<file path="src/rtl/fifo_wm_v4.sv">
// Parametrised FIFO with programmable watermarks, full-range usage count,
// non-power-of-2 wrap and sticky overflow/underflow flags.
module fifo_wm_v4 #(
  parameter logic FALL_THROUGH = 1'b0,
  parameter int   DATA_WIDTH   = 32,
  parameter int   DEPTH        = 8,
  parameter int   AF_TH        = DEPTH - 1,
  parameter int   AE_TH        = 1,
  localparam int  ADDR_W       = (DEPTH > 1) ? $clog2(DEPTH) : 1
) (
  input  logic                  clk_i,
  input  logic                  rst_ni,
  input  logic                  flush_i,
  input  logic                  clr_err_i,
  input  logic                  push_i,
  input  logic [DATA_WIDTH-1:0] data_i,
  input  logic                  pop_i,
  output logic [DATA_WIDTH-1:0] data_o,
  output logic                  full_o,
  output logic                  empty_o,
  output logic                  almost_full_o,
  output logic                  almost_empty_o,
  output logic [ADDR_W:0]       usage_o,
  output logic                  overflow_o,
  output logic                  underflow_o
);

  localparam logic [ADDR_W:0]   DEPTH_U  = (ADDR_W+1)'(DEPTH);
  localparam logic [ADDR_W:0]   AF_U     = (ADDR_W+1)'(AF_TH);
  localparam logic [ADDR_W:0]   AE_U     = (ADDR_W+1)'(AE_TH);
  localparam logic [ADDR_W-1:0] LAST_PTR = ADDR_W'(DEPTH - 1);

  logic [DATA_WIDTH-1:0] mem_q [DEPTH];
  logic [ADDR_W-1:0]     rd_ptr_q, wr_ptr_q;
  logic [ADDR_W:0]       usage_q, usage_d;
  logic                  ovf_q, udf_q;
  logic                  stored_empty, ft_show, bypass;
  logic                  pop_acc, push_acc, wr_en, rd_en;

  // Explicit wrap at DEPTH-1; with DEPTH == 1 the pointer never leaves 0.
  function automatic logic [ADDR_W-1:0] ptr_inc(input logic [ADDR_W-1:0] p);
    return (p == LAST_PTR) ? '0 : p + ADDR_W'(1);
  endfunction

  assign stored_empty = (usage_q == '0);
  assign ft_show      = FALL_THROUGH && stored_empty && push_i;
  assign bypass       = ft_show && pop_i;

  assign empty_o        = stored_empty && !ft_show;
  assign full_o         = (usage_q == DEPTH_U);
  assign almost_full_o  = (usage_q >= AF_U);
  assign almost_empty_o = (usage_q <= AE_U);
  assign usage_o        = usage_q;
  assign overflow_o     = ovf_q;
  assign underflow_o    = udf_q;

  assign pop_acc  = pop_i && !empty_o;
  assign push_acc = push_i && (!full_o || pop_acc);
  // A bypassed word is handed straight through and never touches storage.
  assign wr_en    = push_acc && !bypass;
  assign rd_en    = pop_acc && !bypass;

  assign data_o = ft_show      ? data_i :
                  stored_empty ? '0     : mem_q[rd_ptr_q];

  always_comb begin
    usage_d = usage_q;
    case ({wr_en, rd_en})
      2'b10:   usage_d = usage_q + (ADDR_W+1)'(1);
      2'b01:   usage_d = usage_q - (ADDR_W+1)'(1);
      default: usage_d = usage_q;
    endcase
  end

  always_ff @(posedge clk_i or negedge rst_ni) begin
    if (!rst_ni) begin
      rd_ptr_q <= '0;
      wr_ptr_q <= '0;
      usage_q  <= '0;
    end else if (flush_i) begin
      rd_ptr_q <= '0;
      wr_ptr_q <= '0;
      usage_q  <= '0;
    end else begin
      if (wr_en) wr_ptr_q <= ptr_inc(wr_ptr_q);
      if (rd_en) rd_ptr_q <= ptr_inc(rd_ptr_q);
      usage_q <= usage_d;
    end
  end

  always_ff @(posedge clk_i) begin
    if (wr_en && !flush_i) mem_q[wr_ptr_q] <= data_i;
  end

  // Set beats clear when both happen in the same cycle.
  always_ff @(posedge clk_i or negedge rst_ni) begin
    if (!rst_ni) begin
      ovf_q <= 1'b0;
      udf_q <= 1'b0;
    end else begin
      if (push_i && !push_acc) ovf_q <= 1'b1;
      else if (clr_err_i)      ovf_q <= 1'b0;
      if (pop_i && !pop_acc)   udf_q <= 1'b1;
      else if (clr_err_i)      udf_q <= 1'b0;
    end
  end

endmodule

</file>
<file path="config.mk">
export PLATFORM = sky130hd
export DESIGN_NAME = fifo_wm_v4
export DESIGN_NICKNAME = d
export VERILOG_FILES = /design/src/rtl/fifo_wm_v4.sv
export SDC_FILE = /design/constraint.sdc
export NUM_CORES = 1
export LEC_CHECK = 0
export ABC_AREA = 1
export CORE_ASPECT_RATIO = 0.6
export CORE_UTILIZATION = 55
export CTS_CLUSTER_SIZE = 16
export DETAILED_ROUTE_END_ITERATION = 6
export PLACE_DENSITY = 0.85
export SETUP_SLACK_MARGIN = 0.05
export SYNTH_ARGS = -nofsm -noshare
export SYNTH_HDL_FRONTEND = slang
export SYNTH_SLANG_ARGS = --single-unit
</file>
<file path="constraint.sdc">
create_clock -name clk_i -period 3.7 [get_ports clk_i]
set_input_delay 0.925 -clock clk_i [delete_from_list [all_inputs] [get_ports clk_i]]
set_output_delay 0.925 -clock clk_i [all_outputs]
set_load 0.005 [all_outputs]
</file>
==> impl_metrics.toml, run 1 <==
[floorplanning]
io_pins = 80
rows = 39
die_area_um2 = 20400
start_util = 0.567
die_w_um = 184
fp.coreArea_um2 = 19200
die_y_um = 111

[grt]
grt_pass1_wl_mm = 38.7
grt_max_degree = 86
grt.total_usage = 0.248
antenna_found_initial = 0
grt.overflow.total = 0
grt_pass1_vias = 7052

[yosys]
ys_top_cells_by_count = "edfxtp_1, nor2_1, o21ai_0, nand2_1"
synth_seq_area_share = 0.735
yosys.area.top_type = "edfxtp_1"
syn_inst = 869
yosysMostFrequentCell = "edfxtp_1"
synth_edf_count = 256
synth.avg_cell_area_um2 = 12.5
ys_warn_count = 0
synth.top_cell.area_share = 0.707
synthTopCellsByArea = "edfxtp_1, nor2_1, o21ai_0"
yosysUniqueCellTypes = 32
syn_area_um2 = 10900
synth_top_flop_cell = "edfxtp_1"
syn_nets = 915
async_flop_share = 0.0448
ys_ff_latch = 268

[critical_path]
r2r_end = "mem_q[2][11]"
cpMaxStageDelayCell = "dfrtp_4"
r2r_slack_ps = 1090
required_ps = 2770
critPathKind = "flop to output port"
slowest_delay_ps = 570
endpoint_kind = "output port"
worstPathCellList = "clkinv_2 > buf_16 > nor2_1 > o211ai_1 > nand2_1 > nor2_1 > clkdlybuf4s50_1"
crit_cells = 7
crit_arrival_ps = 2680
crit_family = "buffers and inverters"
critPathBufInv = 3
ff2ff_path_depth = 8
timing.rr.start = "usage_o[0]"
startpoint_type = "flop"
worstPathMaxFanout = 43
crit_top_cell = "nor2_1"

[clocking]
cts-buffers-inserted = 24
clkLatencyLatePin_ps = 520
cts_tree = "done"
clock_sinks = 268
ctsHtreeMaxLevel = 1
root_buffer = "clkbuf_16"
cts_setup_buffers = 0
clkTransAtPathRegs_ps = 60
clk_path_buf_depth = 3

[power_and_ir_drop]
total_power_mw = 8.22
power_density_nw_per_um2 = 643
leakagePower_nw = 4.40
ir_worst_vdd_uv = 465

[place]
io_buffers = 79
dp_hpwl_mm = 14.0
place_inst = 1186
placed_area_um2 = 12000
gp_congestion = 0.815

[cells_and_area]
stdcell_area_um2 = 12800
drive_above_1_share = 0.0788
layoutNonFillerInstCount = 1231
syn2layout_area_growth_pct = 17.7
final_nets = 993
multiInputGateArea_um2 = 2580
regArea_um2 = 8000
antenna_cells = 0
fillers = 1305

[timing]
tns_ps = 0
max_slew_margin = 0.578
final.period_utilization = 0.973
rsz0062_at_grt = "no"
fmax_mhz = 278
fin_worst_hold_slack_ps = 520
slew_violations = 0
period_minus_slack_ps = 3600
tightest_slew_ps = 631
finClkSkew_ps = 7.69
setup_viol = 0
hold_viol_final = 0

[route]
drt_wl_total_mm = 25.0
viasPerCell = 5.84
vias = 7192
drtAntennaViolNets = 0
first_iter_violations = 843
wl_per_cell_um = 20.3
dr.pass1.iters = 5
drc = 0

[worst_hold_path]
holdPathStages = 2
min_from = "underflow_o"
hp-class = "flop to flop"
min_to = "underflow_o"

[run_status]
status = "completed"

[run]
drv_cap = 0
## per-layer routing
metal | global-route usage | vias up | routed length (um)
li1 | - | 3275 | -
met1 | 0.368 | 3470 | 10400
met2 | 0.385 | 403 | 11600
met3 | 0.0473 | 44 | 2610
met4 | 0.0550 | 0 | 413
met5 | 0 | - | 0
## power by group
| group | switching (mW) | leakage (nW) | internal, mW | total, mW |
|---|---|---|---|---|
| clock | 1.06 | 0.359 | 1.30 | 2.36 |
| sequential | 0.0968 | 2.47 | 3.42 | 3.52 |
| combinational | 1.34 | 1.57 | 0.999 | 2.34 |
## layout by cell type (no fill, tap or decap), types with 2 or more instances in the layout
master           Yosys  final
nand2_1             59     59
xor2_1               2      2
buf_4                3     16
inv_1               15     15
clkbuf_16            0     26
nor2_4               0      8
o21ai_0            113    113
edfxtp_1           256    256
nand3_1             12     12
dfrtp_4              0      3
clkbuf_1            17      5
clkdlybuf4s50_1      0     79
clkinv_2             0      3
clkinv_1             1     11
dfrtp_1             12      9
nand3_2              3      3
o211ai_1            32     32
o22ai_1             32     32
nor2_2               2      2
o21ai_1             21     21
nor2_1             237    229
ha_1                 8      8
buf_6                9      3
buf_12               0      3
nand2_2              2      2
## logic make-up (layout without fill, tap and decap cells)
| family | count (synthesis) | after routing | synth area share |
|---|---|---|---|
| flops | 268 | 268 | 0.735 |
| fa+ha+maj | 8 | 8 | 0.00921 |
| simple gates | 318 | 318 | 0.115 |
| xor+xnor | 3 | 3 | 0.00242 |
| compound gates | 202 | 202 | 0.105 |
| buf+inv | 70 | 166 | 0.0338 |
## worst max path at each step
stage	startpoint	to	slack, ps
2_1_floorplan	pop_i	mem_q[0][0]	670
3_3_place_gp	rd_ptr_q[0]	data_o[11]	610
3_5_place_dp	pop_i	mem_q[4][0]	560
4_1_cts	rd_ptr_q[0]	data_o[19]	50
5_1_grt	rd_ptr_q[0]	data_o[11]	50
6_report	rd_ptr_q[0]	data_o[19]	100
## layout make-up
type	instances	area share
Sequential cell	268	0.625
Clock buffer	30	0.0504
Timing Repair Buffer	104	0.0838
Clock inverter	14	0.00733
Tap cell	266	0.0260
Inverter	18	0.00538
Multi-Input combinational cell	531	0.202
## tightest hold or removal path, stage by stage (launching register included)
cell	delay (ps)
dfrtp_1	370
inv_1	50
o21ai_0	60
## flip-flops by register name, summed over array words and instances (netlist names)
register     flops
overflow_o       1
underflow_o      1
wr_ptr_q         3
mem_q          256
usage_o          4
rd_ptr_q         3
## what timing repair did
item / in CTS / in global routing
hold buffers: 0 / 0
endpoints found under the setup margin: 4 / 23
cloned: 0 / 1
resized for setup: 1 / 8
## through the flow
stage                     utilization  worst slack, ps
final                           0.667             98.6
after CTS                       0.664             50.4
after global routing            0.667             53.3
after detailed placement        0.625              565
after floorplan                     -              673
after global placement          0.625              609
(Power assumes the default switching activity.)
==> inputs of run 2 (changes only) <==
- CORE_UTILIZATION: 55 -> 58
- PLACE_DENSITY: 0.85 -> 0.88
==> run 2 against run 1 <==
Effect of this change: setup slack got worse by 17 ps; power increased by 0.55%; final cell count decreased by 2.2%; combinational power decreased by 2%; critical path depth unchanged; sequential power about the same; wire length decreased by 4.4%; first-iteration DRC count decreased by 16%; final area decreased by 0.19%; largest cell class unchanged; largest power group unchanged; highest routed layer unchanged.
==> impl_metrics.toml, run 2 (same netlist as run 1, synthesis figures left out) <==
[run_status]
status = "completed"

[worst_hold_path]
hp-class = "flop to flop"
holdPathStages = 2

[cells_and_area]
final_common_cell = "edfxtp_1"
final_nets = 994
stdcell_area_um2 = 12800
final_cell_mix = "edfxtp_1, nor2_1, o21ai_0"
multiInputGateArea_um2 = 2580
fillers = 1219
antenna_cells = 0
largest_register_ffs = 256
regMostFlops = "mem_q"
regArea_um2 = 8000
syn2layout_area_growth_pct = 17.5
drive_above_1_share = 0.0809

[grt]
grt.total_usage = 0.252
grt.overflow.total = 0
grt_pass1_vias = 6897
grt_pass1_wl_mm = 36.7
antenna_found_initial = 0
grt_max_degree = 73

[route]
dr.pass1.iters = 6
drtAntennaViolNets = 0
first_iter_violations = 707
drt_wl_total_mm = 23.9
drc = 0
wl_met3_mm = 2.22
viasPerCell = 5.94
met1_length_mm = 9.80
routed.top_layer = "met4"
wl_per_cell_um = 19.8
vias = 7151
dr_wl_met2_mm = 11.5

[critical_path]
ff2ff_path_depth = 8
worstPathCellList = "inv_1 > buf_4 > o21ai_0 > o22ai_1 > nor2_1 > nor2_1 > clkdlybuf4s50_1"
critPathBufInv = 3
crit_cells = 7
crit_top_cell = "nor2_1"
crit_arrival_ps = 2690
startpoint_type = "flop"
endpoint_kind = "output port"
cpMaxStageDelayCell = "dfrtp_4"
critPathKind = "flop to output port"
crit_family = "buffers and inverters"
required_ps = 2770
slowest_delay_ps = 610
worstPathMaxFanout = 19

[floorplanning]
rows = 38
fp.coreArea_um2 = 18200
io_pins = 80
start_util = 0.597
die_y_um = 108
die_area_um2 = 19300
die_w_um = 179

[power_and_ir_drop]
power_density_nw_per_um2 = 647
p_switching_mw = 2.43
power_frac_comb = 0.277
p_clk_frac = 0.296
seqPwrFrac = 0.427
p_int_mw = 5.83
ir_worst_vdd_uv = 412
total_power_mw = 8.27
leakagePower_nw = 4.41
swShare = 0.294

[timing]
setup_viol = 0
fin_worst_hold_slack_ps = 521
hold_viol_final = 0
tightest_slew_ps = 629
period_minus_slack_ps = 3620
final.period_utilization = 0.978
slew_violations = 0
max_slew_margin = 0.580
rsz0062_at_grt = "no"
finClkSkew_ps = 7.34
tns_ps = 0
fmax_mhz = 276

[clocking]
clkTransAtPathRegs_ps = 70
root_buffer = "clkbuf_16"
ctsHtreeMaxLevel = 1
clk_path_buf_depth = 3
cts_tree = "done"
cts-buffers-inserted = 23
clkLatencyLatePin_ps = 510
clock_sinks = 268

[place]
io_buffers = 79
placed_area_um2 = 12000
gp_congestion = 0.831
dp_hpwl_mm = 13.4

[run]
drv_cap = 0
run 2: cell types whose count changed in the layout (fill, tap and decap cells not counted), moves of 2 or more:
cell / before / now
clkbuf_16: 26 / 23
bufinv_16: 1 / 4
clkinv_1: 11 / 9
buf_12: 3 / 5
buf_4: 16 / 18
run 2: per-stage QoR:
stage,worst slack (ps),std cells,utilization
global placement,600,1161,0.658
global route,39.0,1204,0.701
finish,81.5,1204,0.701
floorplan,673,869,-
detailed placement,535,1161,0.658
CTS,17.2,1202,0.699
run 2: timing repair:
| item | 4_1_cts | 5_1_grt |
|---|---|---|
| buffers inserted | 0 | 2 |
| endpoints found under the setup margin | 7 | 21 |
| resized for setup | 2 | 2 |
| hold buffers | 0 | 0 |
run 2: layout make-up:
type / instances / share of cell area
tap: 240 / 0.0235
clock buffer: 27 / 0.0462
sequential: 268 / 0.626
timing repair buffer: 106 / 0.0839
multi-input combinational: 531 / 0.202
inverter: 18 / 0.00539
clock inverter: 14 / 0.0125
run 2: worst register-to-register path, delay by kind of cell, from the launching register on:
family,cells,cell delay [ps]
simple gates,4,810
buf+inv,2,510
flops,1,460
fa+ha+maj,1,320
compound gates,1,90
run 2: worst paths after layout:
check | from | endpoint | slack (ps)
setup / recovery | rd_ptr_q[1] | data_o[21] | 80
hold / removal | underflow_o | underflow_o | 520
setup reg to reg | usage_o[0] | mem_q[0][25] | 1160
hold reg to reg | underflow_o | underflow_o | 520
max in group asynchronous | rst_ni | rd_ptr_q[0] | 2430
min in group asynchronous | rst_ni | rd_ptr_q[1] | 800
run 2: metal layers:
metal,global-route usage,vias up
li1,-,3282
met4,0.0690,0
met2,0.421,398
met3,0.0436,31
met1,0.344,3440
met5,0,-
run 2: power by group through the flow:
stage / Clock (mW) / Combinational, mW / Sequential, mW
after floorplan: 0 / 1.29 / 3.53
after global placement: 0 / 2.14 / 3.60
after detailed placement: 0 / 2.20 / 3.61
after CTS: 2.47 / 2.23 / 3.54
after global routing: 2.58 / 2.51 / 3.54
final: 2.45 / 2.29 / 3.53
==> inputs of run 3 (changes only) <==
- ABC_CLOCK_PERIOD_IN_PS: default -> 3700
==> results of run 3 <==
No change in the layout: final DEF, timing and power equal those of run 2.
